$ cat src/rtl/div_result_bcd.sv
// Sequential binary-to-BCD converter (double dabble, one bit per cycle) for the divider quotient.
// Define BCD_BLANK_EN to replace leading zero digits above the units digit with 4'hF.
module div_result_bcd #(
  parameter int WIDTH  = 4,
  parameter int DIGITS = 2
) (
  input  logic                  clk,
  input  logic                  reset,
  input  logic                  start,
  input  logic [WIDTH-1:0]      bin_in,
  output logic [4*DIGITS-1:0]   bcd,
  output logic                  valid,
  output logic                  busy,
  output logic                  overflow
);
  localparam int BW = 4*DIGITS;
  localparam int CW = $clog2(WIDTH+1);

  typedef enum logic [1:0] {IDLE, SHIFT, DONE} state_t;

  state_t          r_state, w_next;
  logic [BW-1:0]   r_scr;
  logic [WIDTH-1:0] r_bin;
  logic [CW-1:0]   r_cnt;
  logic            r_ovf;
  logic [BW-1:0]   w_adj, w_scr_nxt, w_load;
  logic            w_ovf_nxt, w_last;

  genvar g;
  generate
    for (g = 0; g < DIGITS; g++) begin : g_adj
      assign w_adj[4*g +: 4] = (r_scr[4*g +: 4] >= 4'd5) ? r_scr[4*g +: 4] + 4'd3
                                                           : r_scr[4*g +: 4];
    end
  endgenerate

  // Bit shifted out of the top digit means the value no longer fits in DIGITS digits.
  assign w_scr_nxt = {w_adj[BW-2:0], r_bin[WIDTH-1]};
  assign w_ovf_nxt = r_ovf | w_adj[BW-1];
  assign w_last    = (r_cnt == CW'(WIDTH-1));

  always_comb begin
    w_load = w_scr_nxt;
`ifdef BCD_BLANK_EN
    begin
      logic v_lead;
      v_lead = 1'b1;
      for (int d = DIGITS-1; d >= 1; d--) begin
        if (v_lead && (w_scr_nxt[4*d +: 4] == 4'd0)) w_load[4*d +: 4] = 4'hF;
        else                                         v_lead = 1'b0;
      end
    end
`endif
  end

  always_ff @(posedge clk or negedge reset) begin
    if (!reset) r_state <= IDLE;
    else        r_state <= w_next;
  end

  always_comb begin
    w_next = r_state;
    case (r_state)
      IDLE:    if (start)  w_next = SHIFT;
      SHIFT:   if (w_last) w_next = DONE;
      DONE:                w_next = IDLE;
      default:             w_next = IDLE;
    endcase
  end

  always_comb begin
    valid = (r_state == DONE);
    busy  = (r_state != IDLE);
  end

  always_ff @(posedge clk or negedge reset) begin
    if (!reset) begin
      r_scr    <= '0;
      r_bin    <= '0;
      r_cnt    <= '0;
      r_ovf    <= 1'b0;
      bcd      <= '0;
      overflow <= 1'b0;
    end else begin
      case (r_state)
        IDLE: if (start) begin
          r_bin <= bin_in;
          r_scr <= '0;
          r_ovf <= 1'b0;
          r_cnt <= '0;
        end
        SHIFT: begin
          r_scr <= w_scr_nxt;
          r_bin <= r_bin << 1;
          r_ovf <= w_ovf_nxt;
          r_cnt <= r_cnt + CW'(1);
          if (w_last) begin
            bcd      <= w_load;
            overflow <= w_ovf_nxt;
          end
        end
        default: ;
      endcase
    end
  end
endmodule
$ cat config.mk
export PLATFORM = sky130hd
export DESIGN_NAME = div_result_bcd
export DESIGN_NICKNAME = d
export VERILOG_FILES = /design/src/rtl/div_result_bcd.sv
export SDC_FILE = /design/constraint.sdc
export NUM_CORES = 1
export LEC_CHECK = 0
export CAP_MARGIN = 20
export CORE_MARGIN = 4
export CORE_UTILIZATION = 57
export DETAILED_ROUTE_END_ITERATION = 10
export PLACE_DENSITY = 0.94
export SLEW_MARGIN = 20
export SYNTH_ARGS = -nofsm -noshare
export SYNTH_HDL_FRONTEND = slang
export SYNTH_SLANG_ARGS = --single-unit
$ cat constraint.sdc
create_clock -name clk -period 2.3 [get_ports clk]
set_input_delay 0.46 -clock clk [delete_from_list [all_inputs] [get_ports clk]]
set_output_delay 0.46 -clock clk [all_outputs]
set_load 0.03 [all_outputs]
=== After elaboration in Yosys (flattened, before gate mapping) ===
Index checks and enable logic that the tools add are counted.

* Add/sub/neg operators: 3
* Order comparisons: 2
* Eq/ne operators: 5
* Multiplexer cells: 13
* Bitwise logic cells: 1
* Reduce and logical (&&, ||, !) cells: 6

{| class="wikitable"
|+ Operators with widths
! kind !! count
|-
| 8-bit one-hot mux with 2 select lines || 1
|-
| 4-bit two-way mux || 3
|-
| 4-bit by 2-bit adder with 4-bit output (second input constant) || 2
|-
| 4-bit by 3-bit >= comparator with 1-bit output (second input constant) || 2
|-
| 8-bit two-way mux || 1
|-
| 4-bit one-hot mux with 2 select lines || 1
|-
| 3-bit one-hot mux with 2 select lines || 1
|-
| 2-bit AND reduction || 3
|-
| 2-bit two-way mux || 2
|-
| 2-bit != test (second input constant) || 2
|-
| 2-bit one-hot mux with 2 select lines || 1
|-
| 2-bit nonzero test || 2
|-
| 3-bit by 1-bit adder with 3-bit output (second input constant) || 1
|-
| 3-bit by 2-bit equality test with 1-bit output (second input constant) || 1
|-
| 3-bit two-way mux || 1
|-
| 2-bit by 1-bit equality test with 1-bit output (second input constant) || 1
|-
| 2-bit equality test (second input constant) || 1
|-
| 2-bit zero test || 1
|-
| 1-bit one-hot mux with 2 select lines || 1
|-
| 1-bit two-way mux || 1
|-
| 1-bit OR || 1
|}

* Bits in registers: 27
* Output and inout port bits: 11
* Word-level logic and storage cells: 37

=== Longest topological paths before layout ===
Gate-level depths: netlist of the first run.

* Depth after elaboration: 4
* Gate-level depth with buffers: 6
* Mapped depth without buffers: 6

=== Worst setup path after synthesis of the first run ===
OpenSTA, ideal clock, no wires.

* Path type: flip-flop to output port
* Start point: reg r_state[1]
* End point: out valid
* Arrival: 1.060 ns
* Data required time: 1.840 ns
* Slack: 0.780 ns
* Stages on the path, launching flop included: 3
* Path buffers: 1
* Path through: dfrtp_1 -> clkbuf_1 -> nor2b_1

* Cells in the longest elaborated chain, start to end: 1

{| class="wikitable"
|+ RTL lines
! item !! line !! text
|-
| start, declared || 21 || <nowiki>state_t r_state, w_next;</nowiki>
|-
| start signal, assigned || 58 || <nowiki>else r_state <= w_next;</nowiki>
|-
| 2-bit equality test || 72 || <nowiki>valid = (r_state == DONE);</nowiki>
|-
| end, declared || 12 || <nowiki>output logic valid,</nowiki>
|}

No other way between the ends.

=== Final worst setup path of the first run ===
* Start point: reg r_state[0]
* End point: out busy

* Cells in the longest elaborated chain, start to end: 1

{| class="wikitable"
|+ RTL lines
! item !! line !! text
|-
| 2-bit nonzero test || 73 || <nowiki>busy = (r_state != IDLE);</nowiki>
|-
| end, declared || 13 || <nowiki>output logic busy,</nowiki>
|}

No other way between the ends.

==> results of run 1 <==
## synth_stat cells (2+ instances only)
cell type	number	area, um^2
sky130_fd_sc_hd__a21oi_1	6	30.0
sky130_fd_sc_hd__a22o_1	5	43.8
sky130_fd_sc_hd__a2bb2oi_1	3	26.3
sky130_fd_sc_hd__buf_2	2	10.0
sky130_fd_sc_hd__dfrtp_1	27	676
sky130_fd_sc_hd__ha_1	6	75.1
sky130_fd_sc_hd__inv_1	7	26.3
sky130_fd_sc_hd__mux2_2	3	33.8
sky130_fd_sc_hd__mux2i_1	2	20.0
sky130_fd_sc_hd__nand2_1	16	60.1
sky130_fd_sc_hd__nand2b_1	4	25.0
sky130_fd_sc_hd__nor2_1	5	18.8
sky130_fd_sc_hd__nor2b_1	2	12.5
sky130_fd_sc_hd__nor3b_1	5	37.5
sky130_fd_sc_hd__o21ai_0	18	90.1
sky130_fd_sc_hd__xnor2_1	2	17.5
## cells in the final DEF (no fill, tap or decap)
master,count
sky130_fd_sc_hd__nand2b_1,4
sky130_fd_sc_hd__nor3b_1,5
sky130_fd_sc_hd__o21bai_1,1
sky130_fd_sc_hd__inv_1,7
sky130_fd_sc_hd__nand2_4,1
sky130_fd_sc_hd__buf_4,3
sky130_fd_sc_hd__mux2_1,1
sky130_fd_sc_hd__dfrtp_1,27
sky130_fd_sc_hd__o21ai_0,18
sky130_fd_sc_hd__clkdlybuf4s50_1,17
sky130_fd_sc_hd__a22oi_1,1
sky130_fd_sc_hd__and2b_4,1
sky130_fd_sc_hd__mux2i_1,2
sky130_fd_sc_hd__a21oi_1,6
sky130_fd_sc_hd__a31oi_1,1
sky130_fd_sc_hd__nor2b_1,2
sky130_fd_sc_hd__or2_2,1
sky130_fd_sc_hd__ha_1,6
sky130_fd_sc_hd__nand2_1,16
sky130_fd_sc_hd__a22o_1,5
sky130_fd_sc_hd__a2bb2oi_1,3
sky130_fd_sc_hd__xnor2_1,2
sky130_fd_sc_hd__inv_2,1
sky130_fd_sc_hd__nor2_1,5
sky130_fd_sc_hd__clkinvlp_4,1
sky130_fd_sc_hd__or3b_2,1
sky130_fd_sc_hd__clkbuf_4,3
sky130_fd_sc_hd__mux2_2,3
## flip-flops by register name (all words and copies together), names as in the netlist
name	flops
r_ovf	1
r_bin	4
r_scr	8
bcd	8
r_state	2
overflow	1
r_cnt	3
## through the flow
stage                     utilization  cells  hold slack, ps  setup slack [ps]
after CTS                       0.745    171             492               112
after global placement          0.730    167             463               381
after detailed placement        0.730    167             487               301
after floorplan                     -    123             164               780
final                           0.745    171             477               127
after global routing            0.745    171             488              63.7
## kinds of logic (layout without fill, tap and decap cells)
family          count (synthesis)  in the layout  synth area share
simple gates                   36             36             0.149
mux                             6              6            0.0509
buf+inv                        11             32            0.0342
fa+ha+maj                       6              6            0.0587
flops                          27             27             0.528
xor+xnor                        2              2            0.0137
compound gates                 35             35             0.165
## layout make-up
class	instances	area, um^2
Clock inverter	1	7.51
Sequential cell	27	676
Inverter	8	30.0
Clock buffer	3	22.5
Fill cell	144	520
Multi-Input combinational cell	85	559
Timing Repair Buffer	20	193
Tap cell	27	33.8
## routing by layer
layer  vias up  share of wire  track usage
met1       452           0.47        0.213
met4         0         0.0070       0.0556
met3         4          0.034       0.0326
met2        16           0.49        0.291
met5         -              0            0
li1        467              -            -
## path summary, 6_finish.rpt
check	endpoint	slack, ps	depth (start not counted)
max reg2reg	r_scr[1]	540	3
max	busy	130	2
min	r_scr[4]	480	2
min in group clk	bcd[6]	510	2
max in group asynchronous	r_ovf	1560	2
min reg2reg	bcd[6]	510	2
## power breakdown
part / leakage (nW) / switching (W) / internal (W)
Clock: 0.0139 / 0.000143 / 0.0000664
Sequential: 0.340 / 0.000160 / 0.000681
Combinational: 0.334 / 0.000612 / 0.000503
## critical path: stages (launching register included)
cell and delay, ps:
sky130_fd_sc_hd__dfrtp_1 500, sky130_fd_sc_hd__or2_2 310, sky130_fd_sc_hd__clkdlybuf4s50_1 590
==> impl_summary.md, run 1 <==
Outcome
The run finished with clean final reports.

Global route
The pin count of the biggest net entering global routing is 28. The number of antenna violations at the first check in global routing is 0. The final global-route overflow total is 0. The first global-routing pass estimated roughly 4.2 mm of wire. For this run, the total global-route usage over all layers was measured as 0.169. The via count of the first global-routing pass is between 900 and 1000.

Pwr
In this run the static leakage power is 0.687 nW. The design draws ~0.0022 W. The worst ir drop on vdd is a little under 0.9 mV. The total power per unit cell area is roughly 1400 mW/mm^2.

Routing
For this run, the detailed router's first-pass iteration total came to 4. Wires add up to ~2.4 mm. In this run the remaining antenna-violating nets after routing total 0. The average vias per placed instance is ~5.5. The initial DRC count is 22. The number of design rule violations left after detail routing is 0. The routed length per placed instance is roughly 14 um. The final route contains 939 vias.

Clock network
TritonCTS built the clock tree. Buffers inserted during clock tree synthesis total 3. Clock-pin slew was measured on the worst setup and hold paths at 160 ps. The tree is rooted in a sky130_fd_sc_hd__clkbuf_4. The clock sink count is 27. The clock insertion delay at the later pin of the skew report is about 330 ps.

The post-cts hold buffer count is 0. No sink is reached through more buffers than the 2 on the longest clock path. The buffer count from post-CTS setup fixing is 0. The quantity of gates resized following cts is 0. The CTS H-tree depth is 1.

Place
Once detailed placement completed, the half-perimeter wirelength came to approximately 1.8 mm. Routability-driven placement finished with a final weighted congestion of slightly below 0.8. Port buffering added 17 buffers.

Once placement finished, the instance area stood at around 0.0015 mm^2.

Cells and area
Of the cells placed in the final design, the portion with a size suffix greater than 1 is 0.104. After the last flow step, the layout net total stands at around 160. The repair_antennas step left the layout with diodes totalling 0.

After routing the design area is about 0.0015 mm^2. The area growth from synthesis to final layout is 19.0%.

Worst setup path
The required time of the critical path is approximately 1800 ps. The origin of the critical flop-to-flop path is r_state[0]. The launch point of the critical path is r_state[0]. The critical path launch point type is a register. Of all nets on the critical path, the largest fanout is 10. The kind of capture point of the worst setup path is an output pin. Data arrives at the worst endpoint at roughly 1700 ps. The worst setup path is of the reg2out kind.

Synth
The share of synthesized registers carrying an async set or reset is 1.00. The most used flip-flop cell after synthesis is sky130_fd_sc_hd__dfrtp_1. Averaged over all synthesized cells, the footprint is a little over 10 um^2. Synthesis instantiated 26 different standard cells from the library.

For this run, the number of Yosys warnings is 0. The number of flops mapped to enable cells by yosys is 0. The count of mapped cells out of synthesis is ~120. The part of the Yosys area used for sequential elements is 0.528. The synthesized net count is 136. After synthesis the cells add up to 0.00128 mm^2. After synthesis the netlist holds a flip-flop and latch count of 27.

Timing
The number of max-slew violations in the final report is 0. The worst path in the final design needs a cycle of 2170 ps, including I/O delays and setup. Dividing the final minimum period by the clock period gives 0.945.

At the pin with the least slew margin, the transition time is between 900 and 1000 ps. On the final layout, the worst clock skew is 19.0 ps. The number of hold violations in the final report came to 0.

The total negative slack is 0 ps. Measured against its own limit, the worst slew margin works out to 0.368. The upper clock frequency limit is between 400 and 500 MHz. Setup repair after global routing left no endpoint under its margin. Setup violations remaining at the end of the flow were counted as 0.

Floorplan
The core area is 0.00204 mm^2. For this configuration, the core starts out at a cell density of 0.626. The die boundary height is between 50 and 60 um. The die covers ~0.0031 mm^2. The floorplan has 16 rows. The width of the die is around 55 um.

The boundary pin count is 18.

Job
Across the run, the number of max-cap violations was 0.

Worst hold path
The tightest min-delay check is of the in2async type.
Note: power is estimated with default switching activity, not from simulation.
==> run 2: changes to the inputs <==
--- a/config.mk
+++ b/config.mk
@@ -5,7 +5,9 @@
 export SDC_FILE = /design/constraint.sdc
 export NUM_CORES = 1
 export LEC_CHECK = 0
+export ABC_CLOCK_PERIOD_IN_PS = 2300
 export CAP_MARGIN = 20
+export CORE_ASPECT_RATIO = 0.75
 export CORE_MARGIN = 4
 export CORE_UTILIZATION = 57
 export DETAILED_ROUTE_END_ITERATION = 10
==> run 2 against run 1 <==
Compared with the run above: first-iteration DRC count fell by 18%; routed wire length rose by 1.2%; non-clock buffer count did not move; design area fell by 0.41%; hold slack improved by 6.3 ps; clock skew fell by 14 ps; highest routed layer unchanged; clock-buffer cell count did not move.
==> impl_summary.md, run 2 (synthesis results as in run 1) <==
Outcome
The run finished with clean final reports.

Worst setup path
The maximum fanout encountered on the critical timing path is 15 (+5). The sum of buffers and inverters on the critical path is 2 (+1). The origin of the critical flop-to-flop path is r_state[0].

The critical path goes through buf_4, nor2b_1, clkdlybuf4s50_1. The data arrival time at the worst-slack endpoint came to 1720 ps (about the same). The number of cells on the worst reg-to-reg path is 4 (+1). The library cell contributing the largest single delay on the critical path is sky130_fd_sc_hd__clkdlybuf4s50_1.

Tracing the worst setup path back leads to its startpoint at r_state[0]. The critical path class is reg2out. The worst setup path is captured at an output pin. Broken down by cell family, the worst path's largest delay share belongs to buffers and inverters. The number of logic stages on the critical path including buffering came to 3 (+1). The delay of the slowest critical-path stage is 670 ps (+80 ps). STA classifies the critical path startpoint as a register. The required time of the critical path is 1840 ps (about the same).

Timing
The actual transition at the worst max-transition pin is 1000 ps (+57.7 ps). The total negative slack is 0 ps (unchanged). The minimum clock period after layout is 2180 ps (+10.9 ps). The upper clock frequency limit was 458 MHz (-0.50%). Setup repair after global routing left no endpoint under its margin. The worst max-slew margin expressed relative to the limit came to 0.329 (-0.0386). The count of endpoints failing setup in the final report is 0 (unchanged).

The final hold slack is 483 ps (+6.31 ps). The number of max-slew violations in the final report is 0 (unchanged). The post-route clock skew is 5.26 ps (-13.7 ps). The final clock period utilization by the worst path was 0.950 (+0.00473). The number of hold violations in the final report is 0 (unchanged).

Routing
The count of vias placed by the detailed router is 972 (+3.5%). The number of design rule violations left after detail routing is 0 (unchanged). The initial DRC count is 18 (-18%). The first-pass iteration count of the detailed router is 4 (unchanged).

The remaining antenna violation count after routing was 0 (unchanged). The routed length per placed instance is 14.6 um (+3.0%). The post-detailed-routing wire length is 2.45 mm (+1.2%). The average vias per placed instance was 5.79 (+5.4%).

Cells and area
The number of antenna cells inserted is 0 (unchanged). The post-layout instance area is 0.00152 mm^2 (-0.41%). The library cell used most frequently in the layout, excluding fill and tap cells, is sky130_fd_sc_hd__dfrtp_1. The top cell types in the final layout, fill and taps aside, are sky130_fd_sc_hd__dfrtp_1, sky130_fd_sc_hd__o21ai_0, sky130_fd_sc_hd__clkdlybuf4s50_1. The layout cell share with drive strength beyond 1 is 0.104 (unchanged).

The largest registers in the layout are bcd: 8 flops, r_scr: 8 flops, r_bin: 4 flops. The area growth from synthesis to layout is 18.5%. The total number of nets in the final design is 158 (unchanged). The number of cells in the finished layout apart from fillers is 168 (-1.8%).

Place
The placement-stage cell area came to 0.00149 mm^2 (-0.25%). The final weighted congestion in routability-driven placement is 0.760 (-3.9%). The count of input and output buffers is 17 (unchanged). The post-detailed-placement half-perimeter wirelength came to 1.82 mm (-0.61%). The placed cell count is 164 (-1.8%).

Clock network
The buffer cell driving the clock tree root is sky130_fd_sc_hd__clkbuf_4. The clock insertion delay at the later pin of the skew report was 330 ps (about the same). The buffer count from post-CTS setup fixing is 0 (unchanged). The quantity of gates resized following cts is 0 (unchanged).

The clock buffer count from CTS is 3 (unchanged). The buffer depth of the longest clock path is 2 (unchanged). The clock sink count was 27 (unchanged). The CTS H-tree depth is 1 (unchanged). The clock-pin transition on the worst setup and hold timing paths is 140 ps (-20 ps). The post-cts hold buffer count is 0 (unchanged). The clock tree from TritonCTS is built.

Global route
The overall global routing resource usage is 0.188 (+0.0184). The via count of the first global-routing pass is 1011 (+6.3%). The wire length of the first global-routing pass is 4.56 mm (+7.8%). The pin count of the biggest net entering global routing was 28 (unchanged).

The final global-route overflow total was 0 (unchanged). The number of antenna violations at the first check in global routing is 0 (unchanged).

Job
The max-capacitance violation count was 0 (unchanged).

Pwr
The total power is 0.00215 W (-0.58%). The reported leakage power was 0.691 nW (+0.55%). The worst ir drop on vdd is 0.794 mV (-9.6%). The total power per unit cell area is 1420 mW/mm^2 (-0.17%).

Floorplan
The width of the die came to 62.7 um (+13%). The die boundary height is 49.0 um (-11%). The boundary pin count was 18 (unchanged). The number of placement rows is 14 (-2). The core area came to 0.00207 mm^2 (+1.2%).

The initial cell density of the core came to 0.619 (-0.00758). The die area was 0.00307 mm^2 (+0.25%).

Worst hold path
In this run the worst hold path is classified as in2async.
-- run 2: cell types whose count changed in the layout (fill, tap and decap cells not counted), sizes merged --
cell,delta
clkinvlp,-1
clkinv,+1
-- run 2: final timing paths --
check                           endpoint  slack (ps)
worst max-delay path               valid         120
worst min-delay path            r_scr[3]         480
worst max register to register  r_scr[4]         560
worst min register to register    bcd[6]         510
max in group asynchronous         bcd[7]        1560
min in group clk                  bcd[6]         510
-- run 2: layer usage --
layer	vias up	global-route usage	part of all wire
met4	0	0.0623	0.0069
met3	4	0.0668	0.064
met5	-	0	0
li1	469	-	-
met2	24	0.308	0.47
met1	475	0.231	0.45
-- run 2: worst register-to-register path: stages, from the launching register on --
cell	delay (ps)
sky130_fd_sc_hd__dfrtp_1	410
sky130_fd_sc_hd__buf_4	190
sky130_fd_sc_hd__o21bai_1	810
sky130_fd_sc_hd__nand2_1	150
sky130_fd_sc_hd__o21ai_0	110
-- run 2: metrics by stage --
step | utilization | setup slack, ps
after floorplan | - | 780
after global placement | 0.720 | 366
after detailed placement | 0.720 | 244
after CTS | 0.733 | 88.6
after global routing | 0.733 | 33.7
final | 0.733 | 116
-- run 2: power breakdown --
part           internal (W)  switching, W  leakage (nW)
combinational      0.000502      0.000622         0.334
sequential         0.000681      0.000143         0.340
clock             0.0000655      0.000139        0.0177
total               0.00125      0.000904         0.691
-- run 2: area by class of cell --
type | count | area (um^2)
clock buffer | 3 | 22.5
clock inverter | 1 | 5.00
fill | 158 | 552
inverter | 8 | 30.0
multi-input combinational | 85 | 559
sequential | 27 | 676
tap | 24 | 30.0
timing repair buffer | 20 | 193
==> run 3: changes to the inputs <==
--- a/config.mk
+++ b/config.mk
@@ -5,7 +5,7 @@
 export SDC_FILE = /design/constraint.sdc
 export NUM_CORES = 1
 export LEC_CHECK = 0
-export ABC_CLOCK_PERIOD_IN_PS = 2300
+export ABC_CLOCK_PERIOD_IN_PS = 2600
 export CAP_MARGIN = 20
 export CORE_ASPECT_RATIO = 0.75
 export CORE_MARGIN = 4
==> constraint.sdc (replaced) <==
create_clock -name clk -period 2.6 [get_ports clk]
set_input_delay 0.52 -clock clk [delete_from_list [all_inputs] [get_ports clk]]
set_output_delay 0.52 -clock clk [all_outputs]
set_load 0.03 [all_outputs]
==> run 3 against run 2 <==
Compared with the run above: clock-buffer cell count is the same; critical path type unchanged; first-iteration DRC count grew to 2.9 times the previous value; clock power shrank 12%; via count shrank 3.6%; clock skew grew 8.7 ps; design area shrank 0.99%; die area is the same; sequential share of layout area grew 0.45 points.
==> impl_summary.md, run 3 (synthesis results as in run 1) <==
Global route
The via count of the first global-routing pass is 990 (-2.1%). The final global-route overflow total is 0 (unchanged). The number of antenna violations at the first check in global routing is 0 (unchanged). The wire length of the first global-routing pass is 4.55 mm (-0.13%). The overall global routing resource usage is 0.183 (-0.00509).

The pin count of the biggest net entering global routing is 28 (unchanged).

Timing
The minimum clock period after layout is roughly 2400 ps. The total negative slack came to 0 ps (unchanged). The count of endpoints failing setup in the final report is 0 (unchanged). Setup repair after global routing left no endpoint under its margin. The worst max-slew margin expressed relative to the limit is 0.338 (+0.00856). The worst path setup slack after routing was 235 ps (+119 ps). The actual transition at the worst max-transition pin is 991 ps (-12.8 ps).

Based on the critical path, the design can be clocked at up to 423 MHz. The final clock period utilization by the worst path is 0.910. The number of max-slew violations in the final report is 0 (unchanged). The post-route clock skew is 14.0 ps (+8.73 ps). The number of hold violations in the final report is 0 (unchanged).

Pwr
The total power per unit cell area is 1260 mW/mm^2 (-11%). The reported leakage power is 0.681 nW (-1.4%). The worst ir drop on vdd is 0.744 mV (-6.4%).

Worst setup path
The kind of capture point of the worst setup path is an output pin. The critical path launch point type is a register. The maximum fanout encountered on the critical timing path is 16 (+1). The required time of the critical path is 2080 ps (+240 ps). The critical path class is reg2out. The data arrival time at the worst-slack endpoint was 1850 ps (+130 ps).

Cells and area
The area growth from synthesis to final layout is 17.3%. Leaving out fill and tap cells, the most frequent cell in the layout is sky130_fd_sc_hd__dfrtp_1. The largest registers in the layout are bcd: 8 flops, r_scr: 8 flops, r_bin: 4 flops.

The total number of nets in the final design is 156 (-1.3%). The layout cell share with drive strength beyond 1 is 0.0915 (-0.0126). The number of antenna cells inserted is 0 (unchanged). Leaving out fill and tap cells, the most frequent cells in the layout are sky130_fd_sc_hd__dfrtp_1, sky130_fd_sc_hd__o21ai_0, sky130_fd_sc_hd__clkdlybuf4s50_1.

Clock network
The buffer cell driving the clock tree root is sky130_fd_sc_hd__clkbuf_4. The post-cts hold buffer count was 0 (unchanged). TritonCTS built the clock tree. The buffer count from post-CTS setup fixing is 0 (unchanged). The clock buffer count from CTS was 3 (unchanged). The buffer depth of the longest clock path was 2 (unchanged).

The clock sink count is 27 (unchanged). The quantity of gates resized following cts is 0 (unchanged). The CTS H-tree depth is 1 (unchanged). The clock-pin transition on the worst setup and hold timing paths is 130 ps (about the same).

The clock insertion delay at the later pin of the skew report is 330 ps (about the same).

Routing
The initial DRC count came to 53 (+35). The remaining antenna violation count after routing is 0 (unchanged). The first-pass iteration count of the detailed router is 4 (unchanged). The routed length per placed instance is 15.1 um (+3.2%). The post-detailed-routing wire length is 2.50 mm (+2.0%). The count of vias placed by the detailed router is 937 (-3.6%). The average vias per placed instance is 5.64 (-2.4%). The number of design rule violations left after detail routing is 0 (unchanged).

Floorplan
The die area is 0.00307 mm^2 (unchanged). The die boundary height came to 49.0 um (unchanged). The boundary pin count is 18 (unchanged). The number of placement rows is 14 (unchanged). The width of the die is 62.7 um (unchanged). The core area came to 0.00207 mm^2 (unchanged).

The initial cell density of the core is 0.619 (unchanged).

Job
The max-capacitance violation count is 0 (unchanged).

Place
The count of input and output buffers is 17 (unchanged). The final weighted congestion in routability-driven placement is 0.754 (-0.74%). The minimum setup slack after placement is 523 ps (+279 ps).

The post-detailed-placement half-perimeter wirelength is 1.84 mm (+0.96%).

Outcome
The run finished with clean final reports.

Worst hold path
The tightest min-delay check is of the reg2reg type.
run 3: cell count changes in the layout (fill, tap and decap cells not counted):
cell                    previous run  this run
sky130_fd_sc_hd__buf_4             3         1
run 3: power by group:
group	internal [W]	leakage, nW	switching (W)
sequential	0.000602	0.340	0.000168
clock	0.0000578	0.0177	0.000122
combinational	0.000430	0.324	0.000517
total	0.00109	0.681	0.000806
run 3: path summary, 6_finish.rpt:
check / start / cells past startpoint / slack, ps / endpoint
worst max-delay path: r_state[0] / 2 / 230 / busy
worst min-delay path: r_bin[1] / 2 / 510 / r_bin[1]
worst max register to register: r_state[0] / 2 / 850 / r_scr[1]
worst min register to register: r_bin[1] / 2 / 510 / r_bin[1]
max in group asynchronous: reset / 2 / 1800 / r_ovf
min in group asynchronous: reset / 2 / 530 / r_scr[1]
run 3: per-stage QoR:
stage               cells  power, W  cell area (um^2)  utilization  hold WS [ps]
global route          166   0.00206              1500        0.726           537
floorplan             123   0.00141              1280            -           224
global placement      162   0.00166              1470        0.712           461
detailed placement    162   0.00173              1470        0.712           483
finish                166   0.00190              1500        0.726           510
CTS                   166   0.00191              1500        0.726           517
run 3: area by class of cell:
type,count,area (um^2)
Sequential cell,27,676
Multi-Input combinational cell,85,559
Inverter,8,30.0
Clock inverter,1,5.00
Fill cell,170,567
Clock buffer,3,22.5
Timing Repair Buffer,18,178
Tap cell,24,30.0
run 3: critical path: stages (launching register included):
cell	delay, ps
sky130_fd_sc_hd__dfrtp_1	580
sky130_fd_sc_hd__or2_2	350
sky130_fd_sc_hd__clkdlybuf4s50_1	590
run 3: layer usage:
layer / GRT usage / wire (um)
met5: 0 / 0
met4: 0.0183 / 8
met3: 0.0668 / 142
met2: 0.306 / 1180
met1: 0.236 / 1170
